## src/rtl/cpu_pkg.sv

```systemverilog
// Shared encodings for the MEM-stage store path: store opcodes, store FSM
// states and the alignment rule used to reject a store before any memory access.
package cpu_pkg;

  typedef enum logic [1:0] {
    ST_W   = 2'b00,
    ST_H   = 2'b01,
    ST_B   = 2'b10,
    ST_RSV = 2'b11
  } store_op_e;

  typedef enum logic [2:0] {
    IDLE = 3'd0,
    RD   = 3'd1,
    WR   = 3'd2,
    DONE = 3'd3,
    ERR  = 3'd4
  } state_e;

  // A byte store can never be misaligned; the reserved opcode is always rejected.
  function automatic logic store_misaligned(input logic [1:0] op, input logic [1:0] lane);
    logic bad;
    bad = 1'b1;
    case (op)
      ST_W:    bad = (lane != 2'b00);
      ST_H:    bad = lane[0];
      ST_B:    bad = 1'b0;
      default: bad = 1'b1;
    endcase
    return bad;
  endfunction

endpackage

```

## src/rtl/store_lane_merge.sv

```systemverilog
// Combinational lane merge: drops a byte or halfword into the addressed lane of
// an existing memory word, leaving all other bytes untouched.
module store_lane_merge
  import cpu_pkg::*;
#(
  parameter int BIG_ENDIAN = 0
) (
  input  logic [31:0] old_word,
  input  logic [15:0] wd,
  input  logic [1:0]  op,
  input  logic [1:0]  lane_addr,
  output logic [31:0] merged
);

  logic [1:0] bsel;
  logic       hsel;

  // Big-endian numbering mirrors the lane: byte k lives in physical slot 3-k.
  always_comb begin
    bsel   = (BIG_ENDIAN != 0) ? ~lane_addr : lane_addr;
    hsel   = (BIG_ENDIAN != 0) ? ~lane_addr[1] : lane_addr[1];
    merged = old_word;
    case (op)
      ST_B: merged[{bsel, 3'b000} +: 8] = wd[7:0];
      ST_H: begin
        if (hsel) merged[31:16] = wd;
        else      merged[15:0]  = wd;
      end
      default: merged = old_word;
    endcase
  end

endmodule

```

## src/rtl/store_rmw_unit.sv

```systemverilog
// Store unit for a word-only data memory: sw writes directly, sb/sh run as
// read-modify-write. All outputs come from registers.
module store_rmw_unit
  import cpu_pkg::*;
#(
  parameter int ADDR_W     = 32,
  parameter int BIG_ENDIAN = 0
) (
  input  logic              clk,
  input  logic              reset,
  input  logic              start,
  input  logic [1:0]        store_op,
  input  logic [ADDR_W-1:0] addr,
  input  logic [31:0]       wdata,
  output logic              busy,
  output logic              done,
  output logic              addr_err,
  output logic [ADDR_W-1:0] mem_addr,
  output logic              mem_rd_req,
  input  logic [31:0]       mem_rdata,
  input  logic              mem_rd_valid,
  output logic              mem_wr_req,
  output logic [31:0]       mem_wdata,
  input  logic              mem_wr_ack
);

  state_e            state, state_d;
  logic [1:0]        op_q, op_d;
  logic [ADDR_W-1:0] addr_q, addr_d;
  logic [15:0]       wd_q, wd_d;
  logic [31:0]       wdata_d;
  logic [31:0]       merged;

  store_lane_merge #(
    .BIG_ENDIAN(BIG_ENDIAN)
  ) u_merge (
    .old_word (mem_rdata),
    .wd       (wd_q),
    .op       (op_q),
    .lane_addr(addr_q[1:0]),
    .merged   (merged)
  );

  // mem_addr is a pure rewiring of the latched address register.
  assign mem_addr = {addr_q[ADDR_W-1:2], 2'b00};

  always_comb begin
    state_d = state;
    op_d    = op_q;
    addr_d  = addr_q;
    wd_d    = wd_q;
    wdata_d = mem_wdata;
    case (state)
      IDLE: begin
        if (start) begin
          op_d   = store_op;
          addr_d = addr;
          wd_d   = wdata[15:0];
          if (store_misaligned(store_op, addr[1:0])) begin
            state_d = ERR;
          end else if (store_op == ST_W) begin
            state_d = WR;
            wdata_d = wdata;
          end else begin
            state_d = RD;
          end
        end
      end
      RD: begin
        if (mem_rd_valid) begin
          wdata_d = merged;
          state_d = WR;
        end
      end
      // A read-valid arriving together with the ack is ignored here.
      WR: begin
        if (mem_wr_ack) state_d = DONE;
      end
      DONE:    state_d = IDLE;
      ERR:     state_d = IDLE;
      default: state_d = IDLE;
    endcase
  end

  // Outputs are registered from the next state, so each pulse lines up with
  // the state it belongs to.
  always_ff @(posedge clk or posedge reset) begin
    if (reset) begin
      state      <= IDLE;
      op_q       <= 2'b00;
      addr_q     <= '0;
      wd_q       <= 16'h0000;
      mem_wdata  <= 32'h0000_0000;
      busy       <= 1'b0;
      done       <= 1'b0;
      addr_err   <= 1'b0;
      mem_rd_req <= 1'b0;
      mem_wr_req <= 1'b0;
    end else begin
      state      <= state_d;
      op_q       <= op_d;
      addr_q     <= addr_d;
      wd_q       <= wd_d;
      mem_wdata  <= wdata_d;
      busy       <= (state_d != IDLE);
      done       <= (state_d == DONE) || (state_d == ERR);
      addr_err   <= (state_d == ERR);
      mem_rd_req <= (state_d == RD);
      mem_wr_req <= (state_d == WR);
    end
  end

endmodule

```

## config.mk

```make
export PLATFORM = sky130hd
export DESIGN_NAME = store_rmw_unit
export DESIGN_NICKNAME = d
export VERILOG_FILES = /design/src/rtl/cpu_pkg.sv /design/src/rtl/store_lane_merge.sv /design/src/rtl/store_rmw_unit.sv
export SDC_FILE = /design/constraint.sdc
export NUM_CORES = 1
export LEC_CHECK = 0
export ABC_AREA = 1
export CAP_MARGIN = 20
export CORE_ASPECT_RATIO = 2
export CORE_UTILIZATION = 51
export CTS_CLUSTER_SIZE = 28
export DETAILED_ROUTE_END_ITERATION = 10
export PLACE_DENSITY = 0.87
export SYNTH_ARGS = -nofsm -noshare
export SYNTH_HDL_FRONTEND = slang
export SYNTH_HIERARCHICAL = 1
export SYNTH_SLANG_ARGS = --single-unit
```

## constraint.sdc

```tcl
create_clock -name clk -period 8.2 [get_ports clk]
set_input_delay 1.64 -clock clk [delete_from_list [all_inputs] [get_ports clk]]
set_output_delay 1.64 -clock clk [all_outputs]
set_load 0.05 [all_outputs]
```

# Yosys cells after proc, flatten, opt, wreduce, memory -nomap -nowiden
# Index checks and enable logic that the tools add are counted.
[word_totals]
regBits = 90
input_bits = 103
output_inout_bits = 69
elab_cells = 53
[op_classes]
add_sub_neg = 1
eq_ne = 14
shift = 2
n_mux = 18
n_reduce_logical = 8
[ops]
columns = ["op", "n"]
rows = [
  ["32-bit two-way mux", 4],
  ["32-bit case mux with 2 select lines", 2],
  ["32-bit bitwise mux", 1],
  ["16-bit two-way mux", 2],
  ["8-bit by 7-bit variable shift with 32-bit output, first input constant", 1],
  ["8-bit by 7-bit indexed part select with 32-bit output", 1],
  ["3-bit two-way mux", 4],
  ["3-bit by 2-bit == test with 1-bit output, second input constant", 3],
  ["3-bit case mux with 3 select lines", 1],
  ["2-bit inequality test, second input constant", 4],
  ["5-bit negation with 7-bit output", 1],
  ["3-bit by 1-bit == test with 1-bit output, second input constant", 2],
  ["5-bit AND reduction", 1],
  ["2-bit by 1-bit == test with 1-bit output, second input constant", 2],
  ["2-bit == test, second input constant", 2],
  ["2-bit nonzero test", 2],
  ["3-bit == test, second input constant", 1],
  ["3-bit logical NOT", 1],
  ["1-bit case mux with 3 select lines", 1],
  ["3-bit nonzero test", 1],
  ["2-bit logical NOT", 1],
  ["1-bit two-way mux", 2],
  ["2-bit two-way mux", 1],
  ["2-bit AND reduction", 1],
  ["1-bit logical OR", 1],
]

# Logic depth before layout (Yosys ltp)
# Gate-level depths: netlist of the first run.
[depth]
depth_word = 9
ltp_mapped = 13
ltp_nobuf = 13

# Modules after synthesis
# Netlist of the first run, hierarchy kept.
[modules_own_cells]
columns = ["mod", "n_inst", "cells_per_inst", "area_per_inst_um2", "seq_area_each_um2"]
rows = [
  ["store_rmw_unit", 1, 533, 4214.0, 2252.2],
  ["store_lane_merge", 1, 249, 1188.6, 0.0],
]

# Worst setup path before layout of the first run
# Ideal clock, no wire load.
[synth_timing]
path_kind = "input to register"
from = "in store_op[0]"
to = "reg mem_wdata[0]"
setup_time_ns = 0.119
arrival_ns = 2.461
required_ns = 8.081
setup_slack_ns = 5.620
path_stages = 7
path_buffers = 1
path_cell_list = "nor2_1 -> nand2_1 -> nand3_1 -> nand2_1 -> clkbuf_1 -> nand3_1 -> nand2_1"
[synth_between]
elab_chain_len = 6
word_cells_on_any_way = 9
cone_classes = "eq/ne: 4; mux: 3; reduce/logical: 2"
[synth_rtl]
columns = ["element", "line", "text"]
rows = [
  ["from (decl)", "store_rmw_unit.sv:12", "input logic [1:0] store_op,"],
  ["2-bit == test (tied with other cells)", "cpu_pkg.sv:24", "case (op)"],
  ["1-bit case mux with 3 select lines", "cpu_pkg.sv:24", ""],
  ["1-bit two-way mux", "store_rmw_unit.sv:55", "if (start) begin"],
  ["1-bit two-way mux", "store_rmw_unit.sv:53", "case (state)"],
  ["2-bit inequality test (no line)", "-", ""],
  ["5-bit AND reduction (no line) *", "-", ""],
  ["to (signal assigned)", "store_rmw_unit.sv:104", "mem_wdata <= wdata_d;"],
  ["to (decl)", "store_rmw_unit.sv:23", "output logic [31:0] mem_wdata,"],
]
# Mark *: on every way between the ends. The rest lies on a longest branch, timed or not. The select of a mux whose other input is x is not followed.
# A chain may end at the register's enable or synchronous reset.

# Worst setup path in the final report of the first run
[layout_timing]
from = "in store_op[1]"
to = "reg mem_wdata[2]"
# The elaborated chain is that of the path after synthesis.

==> results.yml, run 1 <==
outcome:
  run_status: "complete, no violations"
global_routing:
  grt_pass1_wl_mm: 24.91
  antenna_found_initial: 2
  gr-usage-met2_pct: 51.94
  grt_pass1_vias: 5300
  use_met1_pct: 32.26
  use_met3_pct: 3.545
  grt.busiest_layer: "met2"
  grt-ovfl-total: 0
  grt.total_usage_pct: 30.28
  grt_max_degree: 55
routing:
  routed_wl_mm: 15.64
  num_vias: 5430
  vias_per_cell: 5.201
  avgRoutedWirePerCell_um: 14.98
  drtAntennaViolNets: 0
  drc: 0
  first_iter_violations: 357
  dr.pass1.iters: 5
floorplan:
  core-area_um2: 10210
  ioPinCount: 172
  fp-row-count: 52
  die_y_um: 147.6
  dieArea_um2: 11030
  start_util_pct: 52.89
  fp.dieW_um: 74.78
sta:
  finalCritPeriodShare_pct: 39.46
  worst_pin_slew_ns: 0.8258
  slew-limit-headroom_pct: 44.87
  skew_ns: 0.01184
  slew_violations: 0
  whs_ns: 0.4710
  hold_viol_final: 0
  setup_violations: 0
  rsz0062_at_grt: "no"
  post-route-min-period_ns: 3.236
  fin_setup_tns_ns: 0
  fmax_ghz: 0.3090
worst_setup_path:
  cp.arrival_ns: 3.48
  path_max_fanout: 33
  cp-start-kind: "input port"
  path_delay_family: "simple AND/OR/NAND/NOR gates"
  slowest_delay_ns: 0.50
  crit_buf_inv: 2
  slowest_stage: "clkdlybuf4s50_1"
  ff2ff_path_depth: 7
  cp.required_ns: 8.44
  endpoint_kind: "flip-flop"
  path_cells: "clkdlybuf4s50_1, nor2_1, nand2_1, nand3_1, nand2_1, buf_4, nand2_2, nand2_1, nand2_1"
  critPathLaunch: "store_op[1]"
  worstReg2RegEnd: "mem_wdata[2]"
  reg2reg_slack_ns: 4.97
  crit_top_cell: "nand2_1"
  cp.depth: 9
  cp-endpoint: "mem_wdata[2]"
  crit_type: "input port to flip-flop"
  reg2reg_from: "state[1]"
finish:
  layout_common_cells: "nand2_1 (415), clkdlybuf4s50_1 (169), dfrtp_1 (90)"
  layout_commonest_cell: "nand2_1"
  n_fill_cell: 880
  fin_nets: 1012
  area_growth_pct: 33.00
  drive_gt1_share_pct: 4.520
clock_network:
  holdBufCountCts: 0
  numCtsBuffers: 9
  cts-htree-levels: 3
  clkLatencyLatePin_ns: 0.35
  post_cts_buffers: 0
  root_buffer: "clkbuf_16"
  cts_max_path_buffers: 2
  cts_tree: "done"
  cts.sinks: 90
  cts-resized-gates: 0
  clk_pin_slew_ns: 0.07
job:
  drv_cap: 0
synth:
  ys_seq_elements: 90
  ys_seq_area_share_pct: 41.69
  postSynthAreaPerCell_um2: 6.909
  ys_types: 27
  yosysWarnings: 6
  synth_area_um2: 5403
  synthCells: 782
pwr:
  irDropWorstVdd_mv: 0.3412
  power.density_nw_per_um2: 431.2
  leakage_uw: 0.003785
hold_path:
  min_path_cells: 2
  hold_path.class: "flip-flop to flip-flop"
place:
  place_hpwl_mm: 11.35
  portBuffers: 169
  gp_congestion: 0.9344
sequential cells by signal (all words and copies together) (netlist names), 2 cells and up:
signal / count
op_q: 2
state: 3
addr_q: 32
wd_q: 16
mem_wdata: 32
worst min-delay path by stage:
stage,startpoint,to,slack (ns)
after detailed placement,mem_wdata[23],mem_wdata[23],0.46
final,mem_wdata[23],mem_wdata[23],0.47
after global routing,mem_wdata[22],mem_wdata[22],0.49
after floorplan,addr_q[10],addr_q[10],0.45
after CTS,mem_wdata[22],mem_wdata[22],0.48
after global placement,mem_wdata[19],mem_wdata[19],0.45
per-stage QoR:
stage	total power [uW]	std cells	util (%)	instance area, um^2	setup WS (ns)
final	3098	1044	70.35	7186	4.964
after global routing	3292	1044	70.35	7186	4.685
after CTS	3098	1042	70.30	7181	4.972
after detailed placement	2630	1026	67.10	6854	4.618
after global placement	2596	1026	67.10	6854	4.695
after floorplan	2197	783	-	5406	4.225
cells by family (layout without fill, tap and decap cells):
family,after synthesis,after routing,synth area share [%]
AO/OA/AOI/OAI,40,40,4.933
buffers and inverters,115,239,11.79
other,1,4,0.06941
adder cells (fa/ha/maj),7,7,1.621
AND/OR/NAND/NOR,529,529,39.90
flip-flops,90,90,41.69
final cells by class:
cell class	count	area, um^2	share of cell area, %
Tap cell	135	168.9	2.351
Clock inverter	6	97.59	1.358
Sequential cell	90	2252	31.34
Timing Repair Buffer	174	1729	24.06
Antenna cell	2	5.005	0.06965
Inverter	49	186.4	2.594
Multi-Input combinational cell	578	2517	35.03
Clock buffer	10	229.0	3.186
routing by layer:
layer / vias to the layer above / wire (um) / part of all wire (%)
met5: - / 0 / 0
met4: 0 / 1031 / 6.6
met3: 58 / 706 / 4.5
met2: 218 / 8443 / 54
met1: 2516 / 5463 / 35
li1: 2638 / - / -
where the power goes:
group          leakage, uW  total (uW)  switching [uW]  internal (uW)
sequential         0.00113         788             141            647
combinational      0.00250        1860            1290            564
clock             0.000159         454             183            271
total              0.00379        3100            1620           1480
worst register-to-register path: cells and delay by family, from the launching register on:
family | cells | cell delay [ns]
AND/OR/NAND/NOR | 5 | 2.02
flip-flops | 1 | 0.47
buffers and inverters | 1 | 0.34
AO/OA/AOI/OAI | 1 | 0.29
Yosys cell counts:
library cell  number  area, um^2
dfrtp_1           90        2252
conb_1             1       3.750
o21ai_4            1       16.27
o21ai_1            1       5.000
o21ai_0           19       95.09
inv_2              4       15.01
o21ai_2            1       8.760
buf_1              2       7.510
nor3_4             2       32.53
nand3_1           78       390.4
nand4_1            1       6.260
buf_6              7       78.83
ha_1               7       87.58
o211ai_2           1       12.51
nor2_2             1       6.260
clkbuf_1          12       45.04
buf_2              9       45.04
nor2_1            23       86.33
nand2_2            5       31.28
nor2_4             4       45.04
buf_4             35       262.8
nand2_1          415        1558
inv_1             43       161.4
a21oi_2            1       8.760
clkbuf_8           1       13.76
a22oi_1           16       120.1
clkinv_1           2       7.510
No activity file was read; power rests on OpenSTA's default activity.
==> run 2, diff against run 1 <==
--- a/config.mk
+++ b/config.mk
@@ -8,10 +8,10 @@
 export ABC_AREA = 1
 export CAP_MARGIN = 20
 export CORE_ASPECT_RATIO = 2
-export CORE_UTILIZATION = 51
+export CORE_UTILIZATION = 47
 export CTS_CLUSTER_SIZE = 28
 export DETAILED_ROUTE_END_ITERATION = 10
-export PLACE_DENSITY = 0.87
+export PLACE_DENSITY = 0.81
 export SYNTH_ARGS = -nofsm -noshare
 export SYNTH_HDL_FRONTEND = slang
 export SYNTH_HIERARCHICAL = 1
==> constraint.sdc (replaced) <==
create_clock -name clk -period 3.2 [get_ports clk]
set_input_delay 0.64 -clock clk [delete_from_list [all_inputs] [get_ports clk]]
set_output_delay 0.64 -clock clk [all_outputs]
set_load 0.05 [all_outputs]
==> results.yml, run 2 (synthesis gave the netlist of run 1 again) <==
outcome:
  run_status: "complete, no violations"
pwr:
  switching_share_pct: 51.79
  pwr-share-seq_pct: 25.2
  power_uw: 8026
  leakage_uw: 0.003816
  clkPwrFrac_pct: 14.7
  intPower_uw: 3870
  power.density_nw_per_um2: 1105
  switchingPower_uw: 4156
  p_comb_share_pct: 60.2
  irDropWorstVdd_mv: 0.6271
clock_network:
  clk_pin_slew_ns: 0.06
  clkLatencyLatePin_ns: 0.34
  cts-htree-levels: 3
  cts-resized-gates: 0
  post_cts_buffers: 0
  holdBufCountCts: 0
  cts_tree: "done"
  cts_max_path_buffers: 2
  numCtsBuffers: 9
  root_buffer: "clkbuf_16"
  cts.sinks: 90
routing:
  dr.pass1.iters: 5
  drtAntennaViolNets: 0
  num_vias: 5430
  avgRoutedWirePerCell_um: 15.10
  drc: 0
  vias_per_cell: 5.152
  routed_wl_mm: 15.91
  first_iter_violations: 558
finish:
  num_antenna_cells: 0
  layout_commonest_cell: "nand2_1"
  layout_common_cells: "nand2_1 (415), clkdlybuf4s50_1 (169), dfrtp_1 (90)"
  top_regs: "addr_q: 32 flops, mem_wdata: 32 flops, wd_q: 16 flops"
  fin_cells: 1054
  fin_nets: 1017
  area_growth_pct: 34.39
  drive_gt1_share_pct: 5.154
  finalInstanceArea_um2: 7261
place:
  portBuffers: 169
  gp_congestion: 0.9561
  placed_cell_area_um2: 6924
  place_hpwl_mm: 11.57
  dp.cells: 1038
global_routing:
  grt_pass1_wl_mm: 25.60
  antenna_found_initial: 0
  grt_pass1_vias: 5302
  grt.total_usage_pct: 27.68
  grt_max_degree: 55
  grt-ovfl-total: 0
worst_setup_path:
  slowest_stage: "ha_1"
  ff2ff_path_depth: 10
  endpoint_kind: "flip-flop"
  crit_buf_inv: 2
  cp-endpoint: "mem_wdata[0]"
  cp-start-kind: "flip-flop"
  cp.arrival_ns: 2.65
  worstReg2RegEnd: "mem_wdata[0]"
  reg2reg_from: "op_q[0]"
  cp.required_ns: 3.43
  critPathLaunch: "op_q[0]"
  crit_type: "flip-flop to flip-flop"
  reg2reg_slack_ns: 0.78
  path_delay_family: "compound AO/OA/AOI/OAI gates"
  path_cells: "inv_1, ha_1, inv_1, nand2_2, a21oi_2, o21ai_0, nand3_1, nand2_1, nand3_1, nand2_1"
  path_max_fanout: 12
  cp.depth: 10
  slowest_delay_ns: 0.47
sta:
  fmax_ghz: 0.4134
  fin_setup_tns_ns: 0
  hold_viol_final: 0
  worst_pin_slew_ns: 0.6444
  post-route-min-period_ns: 2.419
  rsz0062_at_grt: "no"
  slew_violations: 0
  skew_ns: 0.007703
  setup_violations: 0
  whs_ns: 0.4687
  finalCritPeriodShare_pct: 75.58
  slew-limit-headroom_pct: 56.89
job:
  drv_cap: 0
floorplan:
  fp-row-count: 55
  die_y_um: 153.6
  start_util_pct: 48.17
  core-area_um2: 11220
  fp.dieW_um: 77.81
  ioPinCount: 172
  dieArea_um2: 11950
hold_path:
  hold_path.class: "flip-flop to flip-flop"
[run 2: changes by cell type in the layout (fill, tap and decap cells not counted)]
cell	change
buf_12	+2
buf_4	+3
clkbuf_1	-1
clkbuf_8	+2
clkinv_2	+1
clkinv_4	-2
clkinvlp_4	+2
diode_2	-2
inv_4	-1
inv_8	-1
[run 2: layout make-up]
class	instances	area [um^2]
Tap cell	142	177.7
Timing Repair Buffer	179	1792
Clock buffer	11	252.7
Sequential cell	90	2252
Multi-Input combinational cell	578	2517
Clock inverter	5	83.83
Fill cell	1010	3956
Inverter	49	185.2
[run 2: stage by stage]
stage                     util (%)  setup WS, ns
final                        64.73        0.7813
after detailed placement     61.73        0.8066
after global routing         64.73        0.5769
after global placement       61.73        0.8263
after CTS                    64.73        0.8280
after floorplan                  -        0.2247
[run 2: worst reg2reg max path, stage by stage (launching register included)]
cell	delay, ns
dfrtp_1	0.36
inv_1	0.05
ha_1	0.47
inv_1	0.39
nand2_2	0.23
a21oi_2	0.37
o21ai_0	0.16
nand3_1	0.10
nand2_1	0.05
nand3_1	0.07
nand2_1	0.05
[run 2: power by group through the flow]
stage                     Sequential [uW]  Clock [uW]  Combinational, uW
after detailed placement             2020           0               4790
after floorplan                      2640           0               2990
final                                2020        1180               4830
after global placement               2020           0               4740
after global routing                 2080        1240               5200
after CTS                            2020        1190               4810
[run 2: worst min-delay path by stage]
stage | end | slack [ns] | cells after the start | from
2_1_floorplan | addr_q[10] | 0.45 | 2 | addr_q[10]
5_1_grt | mem_wdata[30] | 0.49 | 2 | mem_wdata[30]
3_5_place_dp | mem_wdata[30] | 0.46 | 2 | mem_wdata[30]
6_report | mem_wdata[14] | 0.47 | 2 | mem_wdata[14]
3_3_place_gp | mem_wdata[25] | 0.45 | 2 | mem_wdata[25]
4_1_cts | mem_wdata[30] | 0.47 | 2 | mem_wdata[30]
[run 2: metal layers]
| layer | wire length, um | GRT usage (%) | vias up |
|---|---|---|---|
| met4 | 927 | 18.06 | 0 |
| li1 | - | - | 2638 |
| met5 | 0 | 0 | - |
| met3 | 846 | 3.145 | 61 |
| met2 | 8456 | 49.60 | 248 |
| met1 | 5682 | 30.13 | 2483 |
==> run 3, diff against run 2 <==
==> constraint.sdc (replaced) <==
create_clock -name clk -period 2.4 [get_ports clk]
set_input_delay 0.48 -clock clk [delete_from_list [all_inputs] [get_ports clk]]
set_output_delay 0.48 -clock clk [all_outputs]
set_load 0.05 [all_outputs]
==> results.yml, run 3 (synthesis gave the netlist of run 1 again) <==
outcome:
  run_status: "complete, no violations"
pwr:
  pwr-share-seq_pct: 25.0
  switchingPower_uw: 5597
  irDropWorstVdd_mv: 0.8722
  switching_share_pct: 52.21
  power.density_nw_per_um2: 1467
  clkPwrFrac_pct: 13.3
  intPower_uw: 5122
  p_comb_share_pct: 61.7
  leakage_uw: 0.003837
floorplan:
  start_util_pct: 48.17
  dieArea_um2: 11950
  core-area_um2: 11220
  fp.dieW_um: 77.81
  ioPinCount: 172
  fp-row-count: 55
  die_y_um: 153.6
job:
  drv_cap: 0
worst_setup_path:
  path_delay_family: "simple AND/OR/NAND/NOR gates"
  crit_top_cell: "nand2_1"
  slowest_stage: "dfrtp_1"
  crit_buf_inv: 2
  crit_type: "flip-flop to flip-flop"
  cp.required_ns: 2.68
  path_cells: "inv_2, ha_1, inv_1, nand2_1, nor2_4, nand2_1, nand2_1, o21ai_0, nand2_1, nand3_1, nand2_1, nand3_1, nand2_1"
  cp.arrival_ns: 2.46
  cp-start-kind: "flip-flop"
  path_max_fanout: 12
  endpoint_kind: "flip-flop"
  slowest_delay_ns: 0.46
place:
  place_hpwl_mm: 11.97
  dp_slack_ns: 0.2580
  portBuffers: 169
  gp_congestion: 0.9880
clock_network:
  root_buffer: "clkbuf_16"
  cts-htree-levels: 3
  holdBufCountCts: 0
  clk_pin_slew_ns: 0.07
  cts_max_path_buffers: 2
  cts.sinks: 90
  post_cts_buffers: 0
  cts_tree: "done"
  cts-resized-gates: 0
  clkLatencyLatePin_ns: 0.34
  numCtsBuffers: 9
finish:
  layout_commonest_cell: "nand2_1"
  num_antenna_cells: 0
  fin_nets: 1024
  final_core_util_pct: 65.15
  top_regs: "addr_q: 32 flops, mem_wdata: 32 flops, wd_q: 16 flops"
  area_growth_pct: 35.27
  layout_common_cells: "nand2_1 (415), clkdlybuf4s50_1 (169), dfrtp_1 (90)"
  drive_gt1_share_pct: 5.767
global_routing:
  grt_pass1_vias: 5452
  grt-ovfl-total: 0
  antenna_found_initial: 0
  grt.total_usage_pct: 28.59
  grt_pass1_wl_mm: 26.25
  grt_max_degree: 55
sta:
  post-route-min-period_ns: 2.179
  slew-limit-headroom_pct: 63.02
  slew_violations: 0
  fin_setup_tns_ns: 0
  hold_viol_final: 0
  worst_pin_slew_ns: 0.5530
  finalCritPeriodShare_pct: 90.80
  fmax_ghz: 0.4589
  rsz0062_at_grt: "no"
  skew_ns: 0.01186
  setup_violations: 0
  fin_ws_ns: 0.2209
routing:
  drtAntennaViolNets: 0
  routed_wl_mm: 16.35
  dr.pass1.iters: 5
  avgRoutedWirePerCell_um: 15.41
  drc: 0
  vias_per_cell: 5.145
  first_iter_violations: 480
  num_vias: 5459
hold_path:
  hold_path.class: "input port to async pin"
run 3: path summary, 6_finish.rpt:
check	start	endpoint	slack, ns	cells past startpoint
setup / recovery	addr_q[0]	mem_wdata[24]	0.22	13
hold / removal	reset	addr_q[7]	0.38	2
setup reg to reg	addr_q[0]	mem_wdata[24]	0.22	13
hold reg to reg	mem_wdata[11]	mem_wdata[11]	0.47	2
max in group asynchronous	reset	wd_q[8]	1.37	3
min in group clk	mem_wdata[11]	mem_wdata[11]	0.47	2
run 3: cell type report:
cell class / count / area (um^2)
fillers: 1023 / 3909
multi-input cells: 578 / 2517
flip-flops and latches: 90 / 2252
repair buffers: 186 / 1869
clock buffers: 11 / 242.7
inverters: 49 / 187.7
well taps: 142 / 177.7
clock inverters: 5 / 61.31
run 3: worst register-to-register path, stage by stage, from the launching register on:
cell and delay (ns):
dfrtp_1 0.46, inv_2 0.15, ha_1 0.33, inv_1 0.14, nand2_1 0.11, nor2_4 0.21
nand2_1 0.14, nand2_1 0.11, o21ai_0 0.08, nand2_1 0.06, nand3_1 0.08, nand2_1 0.09
nand3_1 0.07, nand2_1 0.08
run 3: per-layer routing:
metal	GRT usage (%)	part of all wire, %	vias up
met5	0	0	-
met4	16.44	4.6	0
met3	5.223	4.9	47
met2	53.27	54	234
met1	28.96	36	2520
li1	-	-	2658
run 3: power groups by stage:
stage	sequential, uW	combinational [uW]	clock [uW]
after global routing	2760	7120	1520
after detailed placement	2680	6580	0
after global placement	2680	6490	0
after CTS	2670	6590	1460
final	2680	6610	1430
after floorplan	3530	3980	0
run 3: per-stage QoR:
step / total power [uW] / instance area [um^2] / instances / hold slack, ns
finish: 10720 / 7308 / 1061 / 0.3832
global route: 11410 / 7308 / 1061 / 0.3968
CTS: 10730 / 7308 / 1061 / 0.3781
detailed placement: 9255 / 7004 / 1045 / 0.4586
global placement: 9172 / 7004 / 1045 / 0.4522
floorplan: 7507 / 5410 / 783 / 0.4500
